--- src/rtl/uart_mem_loader.sv ---
// uart_mem_loader: target-side responder for the host load/inspect protocol.
// Decodes WRITE/READ/RUN commands from the RX byte stream, drives the RAM port and queues replies to TX.
module uart_mem_loader #(
  parameter int unsigned TIMEOUT_CYCLES = 60000000,
  parameter int unsigned READ_LAT       = 2,
  parameter int unsigned ADDR_W         = 13
) (
  input  logic              clk,
  input  logic              rst,
  input  logic [7:0]        rx_data,
  input  logic              rx_valid,
  output logic [7:0]        tx_data,
  output logic              tx_wr,
  input  logic              tx_full,
  output logic [ADDR_W-1:0] ram_addr,
  output logic [31:0]       ram_wdata,
  output logic              ram_we,
  input  logic [31:0]       ram_rdata,
  output logic              core_ena,
  output logic              busy,
  output logic              err
);
  localparam int unsigned TW = $clog2(TIMEOUT_CYCLES + 1);
  localparam int unsigned LW = $clog2(READ_LAT + 2);

  typedef enum logic [3:0] {
    S_IDLE, S_ADDR_H, S_ADDR_L, S_COUNT, S_WDATA, S_WR_MEM,
    S_ACK, S_ERR_TX, S_RD_REQ, S_RD_SEND, S_RUN
  } state_t;

  state_t            state_q, state_d;
  logic [ADDR_W-1:0] addr_q, addr_d;
  logic [4:0]        hi_q, hi_d;
  logic [7:0]        cnt_q, cnt_d;
  logic              rd_q, rd_d;
  logic [1:0]        bidx_q, bidx_d;
  logic [23:0]       wsh_q, wsh_d;
  logic [7:0]        csum_q, csum_d;
  logic [31:0]       rdbuf_q, rdbuf_d;
  logic [7:0]        txd_q, txd_d;
  logic              pend_q, pend_d;
  logic [31:0]       wdata_q, wdata_d;
  logic              we_q, we_d;
  logic              run_q, run_d;
  logic              busy_q;
  logic              err_q, err_d;
  logic [TW-1:0]     tmo_q, tmo_d;
  logic [LW-1:0]     lat_q, lat_d;
  logic              timed;

  // The pending byte and its data are registered; the write strobe is masked by tx_full
  // in the same cycle so a FIFO that fills unexpectedly is never written.
  assign tx_wr     = pend_q & ~tx_full;
  assign tx_data   = txd_q;
  assign ram_addr  = addr_q;
  assign ram_wdata = wdata_q;
  assign ram_we    = we_q;
  assign core_ena  = run_q;
  assign busy      = busy_q;
  assign err       = err_q;

  assign timed = (state_q == S_ADDR_H) || (state_q == S_ADDR_L) ||
                 (state_q == S_COUNT)  || (state_q == S_WDATA);

  always_comb begin
    state_d = state_q;
    addr_d  = addr_q;
    hi_d    = hi_q;
    cnt_d   = cnt_q;
    rd_d    = rd_q;
    bidx_d  = bidx_q;
    wsh_d   = wsh_q;
    csum_d  = csum_q;
    rdbuf_d = rdbuf_q;
    txd_d   = txd_q;
    pend_d  = pend_q;
    wdata_d = wdata_q;
    we_d    = 1'b0;
    run_d   = 1'b0;
    err_d   = err_q;
    tmo_d   = '0;
    lat_d   = lat_q;

    unique case (state_q)
      S_IDLE: if (rx_valid) begin
        unique case (rx_data)
          8'h01, 8'h02: begin
            rd_d    = rx_data[1];
            csum_d  = '0;
            state_d = S_ADDR_H;
          end
          8'hFF: begin
            run_d   = 1'b1;
            state_d = S_RUN;
          end
          default: begin
            txd_d   = 8'hEE;
            pend_d  = 1'b1;
            err_d   = 1'b1;
            state_d = S_ERR_TX;
          end
        endcase
      end
      S_ADDR_H: if (rx_valid) begin
        hi_d    = rx_data[4:0];
        state_d = S_ADDR_L;
      end
      S_ADDR_L: if (rx_valid) begin
        addr_d  = ADDR_W'({hi_q, rx_data});
        state_d = S_COUNT;
      end
      S_COUNT: if (rx_valid) begin
        cnt_d   = rx_data;
        bidx_d  = '0;
        lat_d   = '0;
        state_d = rd_q ? S_RD_REQ : S_WDATA;
      end
      S_WDATA: if (rx_valid) begin
        csum_d = csum_q + rx_data;
        wsh_d  = {wsh_q[15:0], rx_data};
        bidx_d = bidx_q + 2'd1;
        if (bidx_q == 2'd3) begin
          wdata_d = {wsh_q, rx_data};
          we_d    = 1'b1;
          state_d = S_WR_MEM;
        end
      end
      S_WR_MEM: begin
        addr_d = addr_q + ADDR_W'(1);
        cnt_d  = cnt_q - 8'd1;
        // A count of 1 is the last word; N=0 counts down through 255..1 giving 256 words.
        if (cnt_q == 8'd1) begin
          txd_d   = csum_q;
          pend_d  = 1'b1;
          state_d = S_ACK;
        end else begin
          state_d = S_WDATA;
        end
      end
      S_ACK, S_ERR_TX: if (tx_wr) begin
        pend_d  = 1'b0;
        state_d = S_IDLE;
      end
      S_RD_REQ: begin
        if (lat_q == LW'(READ_LAT)) begin
          rdbuf_d = ram_rdata;
          txd_d   = ram_rdata[31:24];
          pend_d  = 1'b1;
          bidx_d  = '0;
          state_d = S_RD_SEND;
        end else begin
          lat_d = lat_q + LW'(1);
        end
      end
      S_RD_SEND: if (tx_wr) begin
        if (bidx_q == 2'd3) begin
          pend_d  = 1'b0;
          addr_d  = addr_q + ADDR_W'(1);
          cnt_d   = cnt_q - 8'd1;
          lat_d   = '0;
          state_d = (cnt_q == 8'd1) ? S_IDLE : S_RD_REQ;
        end else begin
          bidx_d  = bidx_q + 2'd1;
          txd_d   = rdbuf_q[23:16];
          rdbuf_d = {rdbuf_q[23:0], 8'h00};
        end
      end
      S_RUN:   state_d = S_IDLE;
      default: state_d = S_IDLE;
    endcase

    // An arriving byte always beats expiry and restarts the idle count.
    if (timed && !rx_valid) begin
      if (tmo_q == TW'(TIMEOUT_CYCLES - 1)) begin
        err_d   = 1'b1;
        state_d = S_IDLE;
      end else begin
        tmo_d = tmo_q + TW'(1);
      end
    end
  end

  always_ff @(posedge clk) begin
    if (rst) begin
      state_q <= S_IDLE;
      addr_q  <= '0;
      hi_q    <= '0;
      cnt_q   <= '0;
      rd_q    <= 1'b0;
      bidx_q  <= '0;
      wsh_q   <= '0;
      csum_q  <= '0;
      rdbuf_q <= '0;
      txd_q   <= '0;
      pend_q  <= 1'b0;
      wdata_q <= '0;
      we_q    <= 1'b0;
      run_q   <= 1'b0;
      busy_q  <= 1'b0;
      err_q   <= 1'b0;
      tmo_q   <= '0;
      lat_q   <= '0;
    end else begin
      state_q <= state_d;
      addr_q  <= addr_d;
      hi_q    <= hi_d;
      cnt_q   <= cnt_d;
      rd_q    <= rd_d;
      bidx_q  <= bidx_d;
      wsh_q   <= wsh_d;
      csum_q  <= csum_d;
      rdbuf_q <= rdbuf_d;
      txd_q   <= txd_d;
      pend_q  <= pend_d;
      wdata_q <= wdata_d;
      we_q    <= we_d;
      run_q   <= run_d;
      busy_q  <= (state_d != S_IDLE);
      err_q   <= err_d;
      tmo_q   <= tmo_d;
      lat_q   <= lat_d;
    end
  end

endmodule
--- config.mk ---
export PLATFORM = sky130hd
export DESIGN_NAME = uart_mem_loader
export DESIGN_NICKNAME = d
export VERILOG_FILES = /design/src/rtl/uart_mem_loader.sv
export SDC_FILE = /design/constraint.sdc
export NUM_CORES = 1
export LEC_CHECK = 0
export BUFFER_PORTS_ARGS = -buffer_cell sky130_fd_sc_hd__buf_2
export CAP_MARGIN = 25
export CORE_MARGIN = 4
export CORE_UTILIZATION = 35
export DETAILED_ROUTE_END_ITERATION = 8
export PLACE_DENSITY_LB_ADDON = 0.2
export RECOVER_POWER = 100
export SLEW_MARGIN = 20
export SYNTH_ARGS = -nofsm -noshare
export SYNTH_HDL_FRONTEND = slang
export SYNTH_SLANG_ARGS = --single-unit
export TNS_END_PERCENT = 50
--- constraint.sdc ---
create_clock -name clk -period 5.75 [get_ports clk]
set_input_delay 1.15 -clock clk [delete_from_list [all_inputs] [get_ports clk]]
set_output_delay 1.15 -clock clk [all_outputs]
set_load 0.02 [all_outputs]
# Yosys cells after proc, flatten, opt, wreduce, memory -nomap -nowiden
# Index checks and enable logic that the tools add are counted.
# word_totals
output_inout_bits,58
wordCells,157
ff_bits,162
input_bits,44
# op_classes
n_mux,65
eq_ne,29
reduce_logical,33
bitwise,6
addsub,6
# op_table
cell,n
$mux W8,12
$mux W24,3
$mux W4,14
$pmux W24 S2,1
$mux W13,3
$pmux W13 S3,1
$pmux W4 S9,1
$pmux W8 S4,1
$add A26 B1 Y26 const B,1
$eq A26 B26 Y1 const B,1
$ne A2 B2 Y1 const B,12
$pmux W8 S3,1
$mux W2,9
$eq A4 B3 Y1 const B,4
$eq A8 B1 Y1 const B,2
$pmux W8 S2,1
$reduce_and A4 Y1,4
$mux W1,14
$add A13 B1 Y13 const B,1
$reduce_bool A4 Y1,3
$reduce_or A3 Y1,4
$reduce_bool A3 Y1,3
$add A8 B8 Y8,1
$eq A4 B2 Y1 const B,2
other kinds (27),40

# Longest topological paths before layout
# Gate-level depths: netlist of the first run.
# depth
ltp_word,8
depth_mapped,9
mapped_depth_nobuf,7

# Worst setup path before layout of the first run
# No wires, ideal clock.
# synth_path
kind,input to register
startpoint,input rx_data[1]
endpoint,"register txd_q[0], in the netlist tx_data[0]"
path_buffers,2
path_slack_ps,3000
path_stages,7
setup_time_ps,121
arrival_ps,2628
required_time_ps,5629
cell_sequence,clkbuf_1 xor2_1 nand3_1 a31oi_1 or4_4 buf_6 mux2_4
# synth_via
elab_chain_len,4
elab_cells_between_ends,6
classes_between,eq/ne: 4; reduce/logical: 2
# synth_lines
element,line_no,text
start: declaration,10,"input logic [7:0] rx_data,"
$eq A8 B8 Y1 (tied with other cells),86,unique case (rx_data)
$reduce_or A3 Y1 (no source line) *,n/a,
$ne A2 B2 Y1 (no source line) *,n/a,
$reduce_and A7 Y1 (no source line) *,n/a,
end signal: assignment,213,txd_q <= txd_d;
end: declaration,40,"logic [7:0] txd_q, txd_d;"
# Mark *: on every way between the ends. The rest lies on a longest branch, timed or not.
# A chain may end at the register's enable or synchronous reset.

# Worst setup path in the final report of the first run
# layout_path
startpoint,register state_q[2]
endpoint,"register wdata_q[20], in the netlist ram_wdata[20]"
# layout_via
elab_chain_len,2
# layout_lines
element,line_no,text
start: declaration,31,"state_t state_q, state_d;"
start signal: assignment,204,state_q <= state_d;
$eq A4 B3 Y1,84,unique case (state_q)
$reduce_and A3 Y1 (no source line),n/a,
end signal: assignment,215,wdata_q <= wdata_d;
end: declaration,42,"logic [31:0] wdata_q, wdata_d;"
# No other way between the ends.

==> flow_summary.toml, run 1 <==
[outcome]
run_status = "finished with violations"
violations = "capacitance limit, slew limit"

[clocking]
clk_pin_slew_ns = 0.07
holdBufCountCts = 0
clock-sinks = 162
cts_setup_buffers = 0
worstSkewPairLatency_ns = 0.44
cts_htree_levels = 4
cts_made_buffers = 17
root_buffer = "clkbuf_16"
clockBufferDepth = 2
post_cts_resized = 0
tritoncts = "yes"

[cells_and_area]
diodes = 0
final_common_cell = "dfxtp_1"
fin_nets = 1059
final_cell_mix = "dfxtp_1, nand2_1, nor2_1, a21oi_1, clkbuf_1"
fin_util = 0.4144
syn_to_final_growth_pct = 15.42
drive_gt1_frac = 0.08481

[power]
p_sw_mw = 0.9485
pwr-share-clk = 0.396
design_power_total_mw = 2.896
vdd_ir_drop_max_mv = 0.1920
p_comb_frac = 0.176
power_density_nw_per_um2 = 329.3
power_frac_seq = 0.428
p_int_mw = 1.947
p_leak_nw = 2.969
switching_share = 0.3276

[timing]
setup_tns_ns = 0
worst_pin_slew_ns = 1.847
skew_ns = 0.009943
period_share = 0.7140
max-slew-margin-rel = -0.2316
grt_setup_unrepaired = "false"
drv_slew = 31
fmax_mhz = 243.6
fin_crit_ns = 4.106
setup_viol = 0
finalHoldViolCount = 0
setup_ws_ns = 1.644

[drt]
first_pass_iters = 4
drc = 0
ant_nets = 0
routed_wl_um = 20380
vias = 6837
vias_per_cell = 5.304
drt_iter0_drc = 507
post_drt_wl_per_cell_um = 15.81

[yosys]
synth-main-ff-cell = "dfxtp_1"
synth_seq_cells = 162
synth_edf_count = 0
synthCells = 931
synthArstFlopShare = 0
synth_area_per_cell_um2 = 8.183
synth_fp_nets = 989
netlist_area_um2 = 7619
seq_area_frac_synth = 0.4257
ys_warn_count = 0
synthDistinctLibCells = 63

[global_routing]
grt_pass1_wl_um = 32520
antenna_found_initial = 1
grt_usage = 0.1650
use_met3 = 0.05076
grt-ovfl-total = 0
met2_usage = 0.2513
grt_pass1_vias = 6271
grt_use_met1 = 0.2274
grt.busiest_layer = "met2"
grt_max_degree = 85

[run]
maxCapViolCount = 1

[worst_setup_path]
crit_arrival_ns = 4.40
endpoint_kind = "register"
critPathMaxFanout = 33
worstPathRequired_ns = 6.04
crit_type = "register to register"
critPathLaunchType = "register"

[die]
core-area_um2 = 21220
start_util = 0.3590
die_w_um = 155.5
die_area_um2 = 24190
rows = 53
boundaryPins = 102
die_height_um = 155.5

[place]
place_ws_ns = 2.547
hpwlAfterDp_um = 13490
gp_congestion = 0.8238
io_buffers = 101

[worst_hold_path]
min_path_type = "register to register"
[path summary, 6_finish.rpt]
path / startpoint / to / slack (ns) / depth (start not counted)
worst min register to register: ram_wdata[31] / ram_wdata[31] / 0.45 / 2
worst max-delay path: state_q[2] / ram_wdata[20] / 1.64 / 7
worst max register to register: state_q[2] / ram_wdata[20] / 1.64 / 7
worst min-delay path: ram_wdata[31] / ram_wdata[31] / 0.45 / 2
[logic make-up (layout without fill, tap and decap cells)]
group,after synthesis,count (layout),share of synthesized area
and+or+nand+nor,394,394,0.2467
adders and majority gates,14,14,0.02398
muxes,32,32,0.04730
AOI/OAI and AO/OA,224,224,0.1821
xor gates and xnor gates,31,31,0.03564
DFF,162,162,0.4257
buffers and inverters,74,157,0.03859
[critical path, cell delays in order, from the launching register on]
cell	delay, ns
dfxtp_1	0.83
nor4b_1	0.71
and2_0	0.37
clkbuf_1	0.98
nand2_1	0.11
clkbuf_1	0.62
nand2_1	0.25
a21oi_1	0.08
[power by group through the flow]
stage / clock, mW / combinational (mW) / sequential, mW
final: 1.15 / 0.509 / 1.24
after global routing: 1.23 / 0.561 / 1.25
after global placement: 0 / 0.544 / 1.26
after detailed placement: 0 / 0.546 / 1.26
after floorplan: 0 / 0.364 / 1.29
after CTS: 1.18 / 0.549 / 1.24
[layout make-up]
type	instances	area, um2
clock inverter	15	188.9
inverter	14	52.55
timing repair buffer	111	494.2
multi-input combinational	695	4045
tap	275	344.1
clock buffer	17	425.4
fill	2242	12430
sequential	162	3243
[metrics by stage]
stage | hold WS, ns | cell area (um2) | instances
floorplan | 0.4321 | 7619 | 931
global placement | 0.4396 | 8319 | 1257
detailed placement | 0.4435 | 8319 | 1257
CTS | 0.4542 | 8934 | 1289
global route | 0.4777 | 8793 | 1289
finish | 0.4523 | 8793 | 1289
[metal layers]
metal / part of all wire / vias to the layer above
met2: 0.45 / 176
met3: 0.069 / 19
met5: 0.00064 / -
met4: 0.0098 / 2
li1: - / 3457
met1: 0.47 / 3183
[Yosys cell counts, drive strengths merged, types with 2 or more instances]
cell	number	share of area
a41oi	2	0.0023
o211a	2	0.0026
and4	5	0.0057
a22oi	21	0.021
dfxtp	162	0.43
nand4b	3	0.0034
ha	13	0.021
o311ai	3	0.0034
nand3	28	0.018
nor3	17	0.012
nand4	15	0.012
nand3b	3	0.0030
or2	2	0.0016
mux2i	24	0.032
inv	14	0.0069
clkbuf	48	0.024
a311oi	2	0.0023
nor4b	4	0.0074
a21oi	93	0.061
nor2b	13	0.011
buf	12	0.0080
and3	11	0.0090
a31oi	17	0.014
and2	9	0.0074
o2111ai	2	0.0023
nand2b	11	0.0090
a32oi	2	0.0023
o22ai	3	0.0025
nor3b	2	0.0020
xnor2	12	0.014
o32ai	3	0.0034
or4	5	0.0059
xor2	19	0.022
nor2	93	0.046
o31ai	4	0.0039
a2bb2oi	4	0.0046
mux2	8	0.016
or3	5	0.0041
a211oi	25	0.025
o211ai	2	0.0020
o21ai	29	0.019
nand2	156	0.077
a21o	3	0.0030
nor4bb	2	0.0026
nor4	7	0.0057
[flip-flops by register name, indices dropped and copies added, names as in the netlist, 8 cells and up]
signal	cells
ram_addr	13
rdbuf_q	24
wsh_q	24
tx_data	8
csum_q	8
tmo_q	26
cnt_q	8
ram_wdata	32
Power figures use the tool's default switching activity.
==> inputs of run 2 (changes only) <==
clock period = 4.1 ns   (was 5.75 ns; I/O delays follow)
==> run 2 against run 1 <==
Net effect:
- the flow now finishes without violations
- wire length up 1.1%
- combinational power up 38%
- largest power group unchanged
- design area up 0.48%
- critical path type unchanged
- first-iteration DRC count down 4.9%
- count of clock-buffer cells in the layout unchanged
- clock skew up 0.0021 ns
- via count down 0.94%
- flip-flop and latch count unchanged
==> flow_summary.toml, run 2 (synthesized netlist as in run 1, its figures left out) <==
[outcome]
run_status = "complete, no violations"

[clocking]
post_cts_resized = 0
tritoncts = "yes"
holdBufCountCts = 0
clockBufferDepth = 2
cts_made_buffers = 17
cts_htree_levels = 4
clk_pin_slew_ns = 0.07
clock-sinks = 162
cts_setup_buffers = 0
root_buffer = "clkbuf_16"
worstSkewPairLatency_ns = 0.43

[place]
io_buffers = 101
dpl.cell_count = 1261
hpwlAfterDp_um = 13800
gp_congestion = 0.8263

[cells_and_area]
final_cell_mix = "dfxtp_1, nand2_1, nor2_1, a21oi_1, clkbuf_1"
diodes = 0
stdcell_count = 1293
syn_to_final_growth_pct = 15.98
drive_gt1_frac = 0.09136
fin_nets = 1063
largest_reg_flops = 32
final_common_cell = "dfxtp_1"

[worst_setup_path]
crit_type = "register to register"
crit_chain = "clkbuf_1, nor4b_1, and2_0, a21oi_1, nand3b_1, a21oi_1"
rr_worst_depth = 6
r2r_start = "state_q[0]"
worstPathRequired_ns = 4.46
endpoint_kind = "register"
crit_slowest_cell = "and2_0"
crit_arrival_ns = 3.58
cp_common_cell = "a21oi_1"
crit_path_start = "state_q[0]"
critPathMaxFanout = 18
r2r_setup_slack_ns = 0.88
critPathLaunchType = "register"
max_stage_delay_ns = 0.83

[timing]
skew_ns = 0.01208
grt_setup_unrepaired = "false"
drv_slew = 0
max-slew-margin-rel = 0.2751
worst_pin_slew_ns = 1.087
period_share = 0.7857
fin_crit_ns = 3.222
finalHoldViolCount = 0
hold_slack_ns = 0.4531
fmax_mhz = 310.4
setup_tns_ns = 0
setup_viol = 0

[drt]
routed_wl_um = 20600
vias = 6773
vias_per_cell = 5.238
drt_iter0_drc = 482
drc = 0
ant_nets = 0
first_pass_iters = 5
post_drt_wl_per_cell_um = 15.94

[worst_hold_path]
whs_path_depth = 2
hp-start = "wsh_q[23]"
min_path_type = "register to register"

[global_routing]
grt-ovfl-total = 0
grt_max_degree = 60
antenna_found_initial = 0
grt_pass1_vias = 6499
grt_pass1_wl_um = 34000
grt_usage = 0.1719

[power]
p_leak_nw = 2.993
p_comb_frac = 0.171
power_density_nw_per_um2 = 463.2
switching_share = 0.3206
vdd_ir_drop_max_mv = 0.3138
p_sw_mw = 1.312
p_int_mw = 2.781
power_frac_seq = 0.429
pwr-share-clk = 0.399

[die]
die_area_um2 = 24190
rows = 53
die_w_um = 155.5
boundaryPins = 102
core-area_um2 = 21220
start_util = 0.3590
die_height_um = 155.5

[run]
maxCapViolCount = 0
-- run 2: changes by cell type in the layout (fill, tap and decap cells not counted), sizes merged --
| cell | change |
|---|---|
| buf | +6 |
| clkinv | -6 |
| inv | +4 |
| clkbuf | -2 |
| bufinv | +1 |
| clkinvlp | +1 |
-- run 2: worst max-delay path, delay by kind of cell (launching register included) --
kind                   cells  cell delay (ns)
AND/OR/NAND/NOR            3             1.84
AO/OA/AOI/OAI              2             0.53
flip-flops                 1             0.42
buffers and inverters      1             0.36
-- run 2: area by class of cell --
cell class              instances  area [um2]
clock buffers                  17       425.4
clock inverters                15       181.4
fillers                      2245       12380
inverters                      14       52.55
multi-input cells             695        4060
flip-flops and latches        162        3243
well taps                     275       344.1
repair buffers                115       529.3
-- run 2: power groups by stage --
stage | combinational (mW) | clock [mW] | sequential, mW
floorplan | 0.511 | 0 | 1.81
global placement | 0.749 | 0 | 1.79
detailed placement | 0.751 | 0 | 1.79
CTS | 0.756 | 1.69 | 1.76
global route | 0.778 | 1.75 | 1.77
finish | 0.701 | 1.63 | 1.76
-- run 2: worst paths after layout --
check                       end
setup reg to reg      csum_q[4]
hold reg to reg   ram_wdata[31]
setup / recovery      csum_q[4]
hold / removal    ram_wdata[31]
-- run 2: metrics by stage --
| step | utilization | total power [mW] | setup slack, ns | area, um2 |
|---|---|---|---|---|
| 5_1_grt | 0.4164 | 4.295 | 0.4841 | 8836 |
| 3_3_place_gp | 0.3935 | 2.541 | 1.419 | 8349 |
| 4_1_cts | 0.4221 | 4.198 | 1.303 | 8956 |
| 3_5_place_dp | 0.3935 | 2.540 | 1.319 | 8349 |
| 6_report | 0.4164 | 4.092 | 0.8785 | 8836 |
| 2_1_floorplan | - | 2.320 | 1.680 | 7619 |
-- run 2: layer usage --
metal,vias up,track usage,part of all wire
met4,0,0.03710,0.0076
met5,-,0,0
li1,3456,-,-
met3,13,0.05298,0.063
met2,167,0.2674,0.44
met1,3137,0.2364,0.49
